## src/rtl/adaptive_sampling_pkg.sv

```systemverilog
// Shared types for the adaptive sampling chain.
//   state_e       : scheduler FSM states
//   div_t         : 16-bit sample-clock divider value
//   DivMaxDefault : reset / no-signal divider
package adaptive_sampling_pkg;

  typedef enum logic [2:0] {
    StIdle,
    StMeasure,
    StCheck,
    StCompute,
    StUpdate
  } state_e;

  typedef logic [15:0] div_t;

  localparam div_t DivMaxDefault = 16'hFFFF;

endpackage

```

## src/rtl/window_timer.sv

```systemverilog
// Measurement window counter.
//   clk_i   : system clock
//   reset_i : asynchronous active-high reset
//   clear_i : hold counter at zero (scheduler idle)
//   tc_o    : one-cycle terminal-count pulse, once every WindowCycles cycles
module window_timer #(
  parameter int unsigned WindowCycles = 65536
) (
  input  logic clk_i,
  input  logic reset_i,
  input  logic clear_i,
  output logic tc_o
);

  localparam int unsigned CntW = (WindowCycles > 1) ? $clog2(WindowCycles) : 1;
  localparam logic [CntW-1:0] LastCnt = CntW'(WindowCycles - 1);

  logic [CntW-1:0] cnt_q, cnt_d;
  logic            tc_q, tc_d;

  always_comb begin
    cnt_d = cnt_q;
    if (clear_i) begin
      cnt_d = '0;
    end else if (cnt_q == LastCnt) begin
      cnt_d = '0;
    end else begin
      cnt_d = cnt_q + 1'b1;
    end
    // Registered pulse: high for exactly the cycle the counter sits at its last value.
    tc_d = !clear_i && (cnt_d == LastCnt);
  end

  always_ff @(posedge clk_i or posedge reset_i) begin
    if (reset_i) begin
      cnt_q <= '0;
      tc_q  <= 1'b0;
    end else begin
      cnt_q <= cnt_d;
      tc_q  <= tc_d;
    end
  end

  assign tc_o = tc_q;

endmodule

```

## src/rtl/adaptive_rate_scheduler.sv

```systemverilog
// Samples two channel periods once per window, picks the shortest non-zero one,
// qualifies it for stability and pushes a clamped divider over a req/ack handshake.
//   clk_i, reset_i (async, active-high), enable_i
//   period_a_i, period_b_i : channel periods in clk cycles, 0 = no signal
//   div_out_o, div_req_o, div_ack_i : divider update handshake
//   channel_sel_o (0 = A, 1 = B), locked_o, no_signal_o
module adaptive_rate_scheduler
  import adaptive_sampling_pkg::*;
#(
  parameter int unsigned WindowCycles = 65536,
  parameter int unsigned StableCount  = 4,
  parameter int unsigned TolShift     = 4,
  parameter int unsigned SppLog2      = 6,
  parameter int unsigned DivMin       = 1,
  parameter int unsigned DivMax       = 32'(DivMaxDefault)
) (
  input  logic        clk_i,
  input  logic        reset_i,
  input  logic        enable_i,
  input  logic [31:0] period_a_i,
  input  logic [31:0] period_b_i,
  output logic [15:0] div_out_o,
  output logic        div_req_o,
  input  logic        div_ack_i,
  output logic        channel_sel_o,
  output logic        locked_o,
  output logic        no_signal_o
);

  localparam logic [3:0] StableMax = 4'(StableCount);

  state_e      state_q, state_d;
  logic [31:0] pa_q, pa_d, pb_q, pb_d;
  logic [31:0] prev_p_q, prev_p_d;
  logic [3:0]  stable_q, stable_d;
  div_t        div_q, div_d;
  logic        req_q, req_d;
  logic        sel_q, sel_d;
  logic        locked_q, locked_d;
  logic        nosig_q, nosig_d;
  logic        tc;

  window_timer #(
    .WindowCycles(WindowCycles)
  ) u_window_timer (
    .clk_i  (clk_i),
    .reset_i(reset_i),
    .clear_i(state_q == StIdle),
    .tc_o   (tc)
  );

  // Governing period: shortest non-zero channel, ties go to A.
  logic        a_nz, b_nz, sel_b;
  logic [31:0] p_cur;
  logic [32:0] diff, tol;
  logic        in_tol;

  assign a_nz   = (pa_q != '0);
  assign b_nz   = (pb_q != '0);
  assign sel_b  = b_nz && (!a_nz || (pb_q < pa_q));
  assign p_cur  = sel_b ? pb_q : pa_q;
  assign diff   = (p_cur >= prev_p_q) ? ({1'b0, p_cur} - {1'b0, prev_p_q})
                                      : ({1'b0, prev_p_q} - {1'b0, p_cur});
  assign tol    = {1'b0, prev_p_q >> TolShift};
  assign in_tol = (diff <= tol);

  // Divider from the period registered in CHECK (prev_p_q holds it during COMPUTE).
  logic [31:0] d_raw, d_clamp;
  div_t        div_new;

  always_comb begin
    d_raw = prev_p_q >> SppLog2;
    if (d_raw < DivMin) begin
      d_clamp = DivMin;
    end else if (d_raw > DivMax) begin
      d_clamp = DivMax;
    end else begin
      d_clamp = d_raw;
    end
    div_new = div_t'(d_clamp);
  end

  always_comb begin
    state_d  = state_q;
    pa_d     = pa_q;
    pb_d     = pb_q;
    prev_p_d = prev_p_q;
    stable_d = stable_q;
    div_d    = div_q;
    req_d    = req_q;
    sel_d    = sel_q;
    locked_d = locked_q;
    nosig_d  = nosig_q;

    unique case (state_q)
      StIdle: begin
        stable_d = '0;
        locked_d = 1'b0;
        if (enable_i) state_d = StMeasure;
      end
      StMeasure: begin
        if (!enable_i) begin
          state_d = StIdle;
        end else if (tc) begin
          pa_d    = period_a_i;
          pb_d    = period_b_i;
          state_d = StCheck;
        end
      end
      StCheck: begin
        if (!enable_i) begin
          state_d = StIdle;
        end else if (!a_nz && !b_nz) begin
          nosig_d  = 1'b1;
          stable_d = '0;
          locked_d = 1'b0;
          prev_p_d = '0;
          sel_d    = 1'b0;
          state_d  = StMeasure;
        end else begin
          nosig_d  = 1'b0;
          sel_d    = sel_b;
          prev_p_d = p_cur;
          if (in_tol) begin
            if (stable_q < StableMax) stable_d = stable_q + 1'b1;
          end else begin
            stable_d = 4'd1;
            locked_d = 1'b0;
          end
          state_d = (stable_d == StableMax) ? StCompute : StMeasure;
        end
      end
      StCompute: begin
        if (!enable_i) begin
          state_d = StIdle;
        end else if (div_new != div_q) begin
          div_d   = div_new;
          req_d   = 1'b1;
          state_d = StUpdate;
        end else begin
          locked_d = 1'b1;
          state_d  = StMeasure;
        end
      end
      StUpdate: begin
        // Handshake always completes before honouring a dropped enable.
        if (div_ack_i) begin
          req_d    = 1'b0;
          locked_d = 1'b1;
          state_d  = enable_i ? StMeasure : StIdle;
        end
      end
      default: state_d = StIdle;
    endcase
  end

  always_ff @(posedge clk_i or posedge reset_i) begin
    if (reset_i) begin
      state_q  <= StIdle;
      pa_q     <= '0;
      pb_q     <= '0;
      prev_p_q <= '0;
      stable_q <= '0;
      div_q    <= div_t'(DivMax);
      req_q    <= 1'b0;
      sel_q    <= 1'b0;
      locked_q <= 1'b0;
      nosig_q  <= 1'b0;
    end else begin
      state_q  <= state_d;
      pa_q     <= pa_d;
      pb_q     <= pb_d;
      prev_p_q <= prev_p_d;
      stable_q <= stable_d;
      div_q    <= div_d;
      req_q    <= req_d;
      sel_q    <= sel_d;
      locked_q <= locked_d;
      nosig_q  <= nosig_d;
    end
  end

  assign div_out_o     = div_q;
  assign div_req_o     = req_q;
  assign channel_sel_o = sel_q;
  assign locked_o      = locked_q;
  assign no_signal_o   = nosig_q;

endmodule
```

## config.mk

```make
export PLATFORM = sky130hd
export DESIGN_NAME = adaptive_rate_scheduler
export DESIGN_NICKNAME = d
export VERILOG_FILES = /design/src/rtl/adaptive_sampling_pkg.sv /design/src/rtl/window_timer.sv /design/src/rtl/adaptive_rate_scheduler.sv
export SDC_FILE = /design/constraint.sdc
export NUM_CORES = 1
export LEC_CHECK = 0
export BUFFER_PORTS_ARGS = -buffer_cell sky130_fd_sc_hd__buf_2
export CORE_UTILIZATION = 55
export CTS_BUF_LIST = sky130_fd_sc_hd__clkbuf_8
export DETAILED_ROUTE_END_ITERATION = 8
export GPL_TIMING_DRIVEN = 0
export MAX_ROUTING_LAYER = met4
export PLACE_DENSITY = 0.74
export SLEW_MARGIN = 40
export SYNTH_ARGS = -nofsm -noshare
export SYNTH_HDL_FRONTEND = slang
export SYNTH_SLANG_ARGS = --single-unit
```

## constraint.sdc

```tcl
create_clock -name clk_i -period 14.66 [get_ports clk_i]
set_input_delay 1.466 -clock clk_i [delete_from_list [all_inputs] [get_ports clk_i]]
set_output_delay 1.466 -clock clk_i [all_outputs]
set_load 0.05 [all_outputs]
```

# ---- Yosys cells after proc, flatten, opt, wreduce, memory -nomap -nowiden
# Index checks and enable logic that the tools add are counted.
# Widths: inputs -> output; s select.
dict set report totals {
  regBits 140
  inputBits 68
  output_inout_bits 20
  wordCells 97
}
dict set report classes {
  add_sub_neg 4
  n_lt_le_gt_ge 6
  n_eq_ne 16
  mux 39
  n_reduce_logical 20
}
# cell n
set op_table {}
lappend op_table {{$sub 32x32->33} 2}
lappend op_table {{$mux 16} 4}
lappend op_table {{$mux 32} 2}
lappend op_table {{$reduce_bool 32->1} 2}
lappend op_table {{$le 33x28->1} 1}
lappend op_table {{$mux 33} 1}
lappend op_table {{$eq 16x16->1 const B} 2}
lappend op_table {{$ge 32x32->1} 1}
lappend op_table {{$lt 32x32->1} 1}
lappend op_table {{$mux 4} 7}
lappend op_table {{$gt 26x16->1 const B} 1}
lappend op_table {{$lt 26x1->1 const B} 1}
lappend op_table {{$mux 3} 6}
lappend op_table {{$add 16x1->16 const B} 1}
lappend op_table {{$ne 16x16->1} 1}
lappend op_table {{$pmux 3 s5} 1}
lappend op_table {{$mux 1} 12}
lappend op_table {{$ne 2x2->1 const B} 6}
lappend op_table {{$reduce_and 3->1} 3}
lappend op_table {{$pmux 4 s2} 1}
lappend op_table {{$eq 3x2->1 const B} 2}
lappend op_table {{$mux 2} 3}
lappend op_table {{$reduce_and 6->1} 1}
lappend op_table {{$add 4x1->4 const B} 1}
lappend op_table {{16 further kinds} 22}

# ---- Depth between registers and ports, before layout
dict set report depth {
  depth_word 17
  ltp_mapped 38
}

# ---- By module
# Synthesis repeated with hierarchy kept, for this count alone.
dict set report hier_totals {
  hier_cells 1333
  hier_area_um2 11757.5
}
# mod instances cells_per_inst area_each_um2 seq_area_each_um2
set by_module_without_submodules {}
lappend by_module_without_submodules {adaptive_rate_scheduler 1 1232 10771.6 3098.0}
lappend by_module_without_submodules {window_timer 1 101 985.9 425.4}

# ---- Worst setup path after synthesis
# OpenSTA, ideal clock, no wires.
dict set report synth_timing {
  kind {flip-flop to flip-flop}
  from {register pa_q[9]}
  to {register locked_q (netlist: locked_o)}
  setup_ns 0.099
  t_arrival_ns 6.913
  t_required_ns 14.561
  path_slack_ns 7.648
  path_stages_with_launch 37
  path_buffers 4
  synth_period_minus_slack_ns 7.012
  cell_sequence {dfrtp_1 -> inv_1 -> ha_1 -> a21o_1 -> a21o_1 -> a21oi_1 -> o211ai_1 -> a41o_1 -> a211o_1 -> a211oi_4 -> buf_6 -> mux2i_1 -> inv_1 -> ha_1 -> buf_6 -> a21o_1 -> o21bai_1 -> a211oi_1 -> o211ai_1 -> a41o_1 -> buf_4 -> buf_4 -> mux2i_1 -> o221ai_1 -> a31oi_1 -> o21ai_0 -> xor2_1 -> ha_1 -> nand4_1 -> a21oi_1 -> o31a_1 -> o31ai_1 -> a21boi_0 -> a2bb2oi_1 -> a211oi_2 -> a31oi_1 -> a311oi_1}
}
dict set report synth_via {
  elab_chain_len 10
  elab_cells_between_ends 17
}
# item line_no
set synth_lines {}
lappend synth_lines {{start: declaration} adaptive_rate_scheduler.sv:33} ;# logic [31:0] pa_q, pa_d, pb_q, pb_d;
lappend synth_lines {{start signal: assignment} adaptive_rate_scheduler.sv:171} ;# pa_q <= pa_d;
lappend synth_lines {{parallel branches: the longest is 10 deep, another holds $sub 32x32->33} -}
lappend synth_lines {{end signal: assignment} adaptive_rate_scheduler.sv:178} ;# locked_q <= locked_d;
lappend synth_lines {{end: declaration} adaptive_rate_scheduler.sv:39} ;# logic locked_q, locked_d;
# Parallel ways; which one is timed is not known. The select of a mux whose other input is x is not followed.
# A chain may end at the register's enable or synchronous reset.

# ---- Worst setup path in the final report
dict set report layout_timing {
  from {register pa_q[1]}
  to {register locked_q (netlist: locked_o)}
}
# Same word-level chain as after synthesis.

==> flow_metrics.py <==
metrics = {
    "worst_setup_path": {
        "r2r_slack_ps": 5260,
        "cpMostUsedCell": "ha_1",
        "critPathTopFamily": "compound AO/OA/AOI/OAI gates",
        "cp-start-kind": "register",
        "cp.required_ps": 15010,
        "cpPeakStageDelay_ps": 730,
        "critical_path_class": "reg2reg",
        "slowest_stage": "a211oi_2",
        "crit_fanout": 10,
        "cp-end-kind": "register",
        "crit_arrival_ps": 9740,
        "path_buf_inv": 6,
    },
    "power": {
        "power.density_nw_per_um2": 182,
        "p_leak_nw": 6.21,
        "finalPower_mw": 2.31,
        "irDropWorstVdd_mv": 0.103,
    },
    "sta": {
        "hold_viol": 0,
        "tightest_slew_ps": 854,
        "finalSetupViolCount": 0,
        "grt_setup_unrepaired": "false",
        "worst_slack_ps": 5260,
        "min_period_over_period_pct": 64.1,
        "slew_violations": 0,
        "fin_crit_ps": 9400,
        "max_freq_mhz": 106,
        "slew_headroom_pct": 41.4,
        "fin_setup_tns_ps": 0,
        "finClkSkew_ps": 19.1,
    },
    "cts": {
        "clock-sinks": 140,
        "numCtsBuffers": 17,
        "cts-root-buf": "clkbuf_8",
        "cts_tree": "done",
        "cts_buffer_depth": 2,
        "post_cts_buffers": 0,
        "path_clk_slew_ps": 80,
        "ctsHoldBuffers": 0,
        "htree_levels": 4,
        "clk_latency_ps": 450,
        "cts.repair.resized": 0,
    },
    "placement": {
        "dpl.cell_count": 1691,
        "pre_cts_slack_ps": 5590,
        "numPortBuffers": 87,
        "dp_hpwl_um": 26100,
        "gp_congestion": 0.979,
    },
    "grt": {
        "overflow": 0,
        "grt_pass1_vias": 9970,
        "grt_pass1_wl_um": 52300,
        "grt_max_degree": 72,
        "antenna_found_initial": 0,
        "track_usage_pct": 31.8,
    },
    "floorplanning": {
        "die_area_um2": 21500,
        "die_h_um": 147,
        "initial_core_util_pct": 56.5,
        "rows": 52,
        "die_x_um": 147,
        "coreArea_um2": 20400,
        "design.portCount": 88,
    },
    "status": {
        "status": "finished, final reports clean",
    },
    "synthesis": {
        "synth_seq_cells": 140,
        "syn-num-nets": 1529,
        "async_flop_share_pct": 100,
        "synth_edf_count": 0,
        "syn_area_um2": 11500,
        "netlist_instances": 1333,
        "ys_types": 72,
        "synth_ff_type": "dfrtp_1",
        "ys_seq_area_share_pct": 30.6,
        "ys_warn_count": 0,
        "syn_avg_cell_area_um2": 8.64,
    },
    "run": {
        "maxCapViolations": 0,
    },
    "worst_hold_path": {
        "hold_path.class": "reg2reg",
    },
    "finish": {
        "final_common_cell": "a21oi_1",
        "design.final.nets": 1636,
        "stdcell_count": 1723,
        "drive_above_1_share_pct": 17.2,
        "area_growth_pct": 10.6,
        "layout_common_cells": "156 x a21oi_1, 126 x ha_1, 124 x dfrtp_1, 123 x nor2_1, 114 x buf_2",
        "fin_util_pct": 62.5,
        "antennaDiodeCount": 0,
    },
    "routing": {
        "wl_per_cell_um": 18.8,
        "drt-total-wl_um": 32500,
        "firstDrtPassIters": 5,
        "vias_per_cell": 6.06,
        "drc": 0,
        "drt_iter0_drc": 877,
        "via_count": 10400,
        "ant_nets": 0,
    },
}
## layer usage
layer	GRT usage, %	wire, um	vias to the layer above
met2	48.8	14800	385
met4	10.6	858	0
met5	-	0	-
met1	43.8	14800	5004
met3	3.31	1970	55
li1	-	-	4997
## worst register-to-register path: cells and delay by family (launching register included)
kind / cells / cell delay, ps
adder cells (fa/ha/maj): 3 / 860
AO/OA/AOI/OAI: 20 / 5010
multiplexers: 2 / 720
XOR/XNOR: 1 / 170
AND/OR/NAND/NOR: 4 / 1030
flip-flops: 1 / 410
buffers and inverters: 6 / 1080
## layout make-up
cell class              instances  area [um2]
fillers                      1776        7630
multi-input cells            1021        7250
flip-flops and latches        140        3520
repair buffers                 88         463
inverters                     111         424
well taps                     270         338
plain buffers                  61         319
clock buffers                  18         248
clock inverters                14         166
## synth_stat cells (9+ instances only)
master / number / share of area [%]
a21oi_1: 156 / 6.8
nand4_1: 36 / 2.0
xor2_1: 30 / 2.3
xnor2_1: 18 / 1.4
nand2_1: 84 / 2.7
dfrtp_1: 124 / 27
dfstp_2: 16 / 3.7
nor2b_1: 9 / 0.49
mux2_2: 66 / 6.5
o21ai_0: 85 / 3.7
ha_1: 126 / 14
mux2i_1: 50 / 4.3
nand3_1: 18 / 0.78
nor3_1: 17 / 0.74
nand2b_1: 14 / 0.76
nor4_1: 29 / 1.6
inv_1: 111 / 3.6
clkbuf_1: 24 / 0.78
a21o_1: 32 / 2.1
buf_2: 27 / 1.2
nor2_1: 123 / 4.0
## flip-flops by register name (all words and copies together), names as in the netlist, 3 cells and up
register / flops
pa_q: 32
pb_q: 32
prev_p_q: 32
div_out_o: 16
u_window_timer.cnt_q: 16
stable_q: 4
state_q: 3
## worst paths after layout
path                                     start           end  cells after the start
max reg2reg                            pa_q[1]      locked_o                     36
min in group asynchronous              reset_i       pa_q[7]                      2
min reg2reg                u_window_timer.tc_o    state_q[0]                      1
min                        u_window_timer.tc_o    state_q[0]                      1
max in group asynchronous              reset_i  prev_p_q[20]                      3
max                                    pa_q[1]      locked_o                     36
## per-stage QoR
stage	hold WS [ps]	cell area, um2
after floorplan	466	11500
after global routing	527	12700
after detailed placement	494	12300
final	500	12700
after CTS	506	12700
after global placement	486	12300
## logic make-up (layout without fill, tap and decap cells)
logic type | Yosys count | count (layout) | synth area share (%)
adders and majority gates | 128 | 128 | 14.0
buffers and inverters | 172 | 292 | 6.39
xor gates and xnor gates | 48 | 48 | 3.65
DFF | 140 | 140 | 30.6
muxes | 116 | 116 | 10.8
and+or+nand+nor | 360 | 360 | 15.1
AOI/OAI and AO/OA | 369 | 369 | 19.4
## report_power, final
group	switching [mW]	internal, mW
Combinational	0.896	0.505
Clock	0.154	0.174
Sequential	0.108	0.478
Total	1.16	1.16
(Power assumes the default switching activity.)
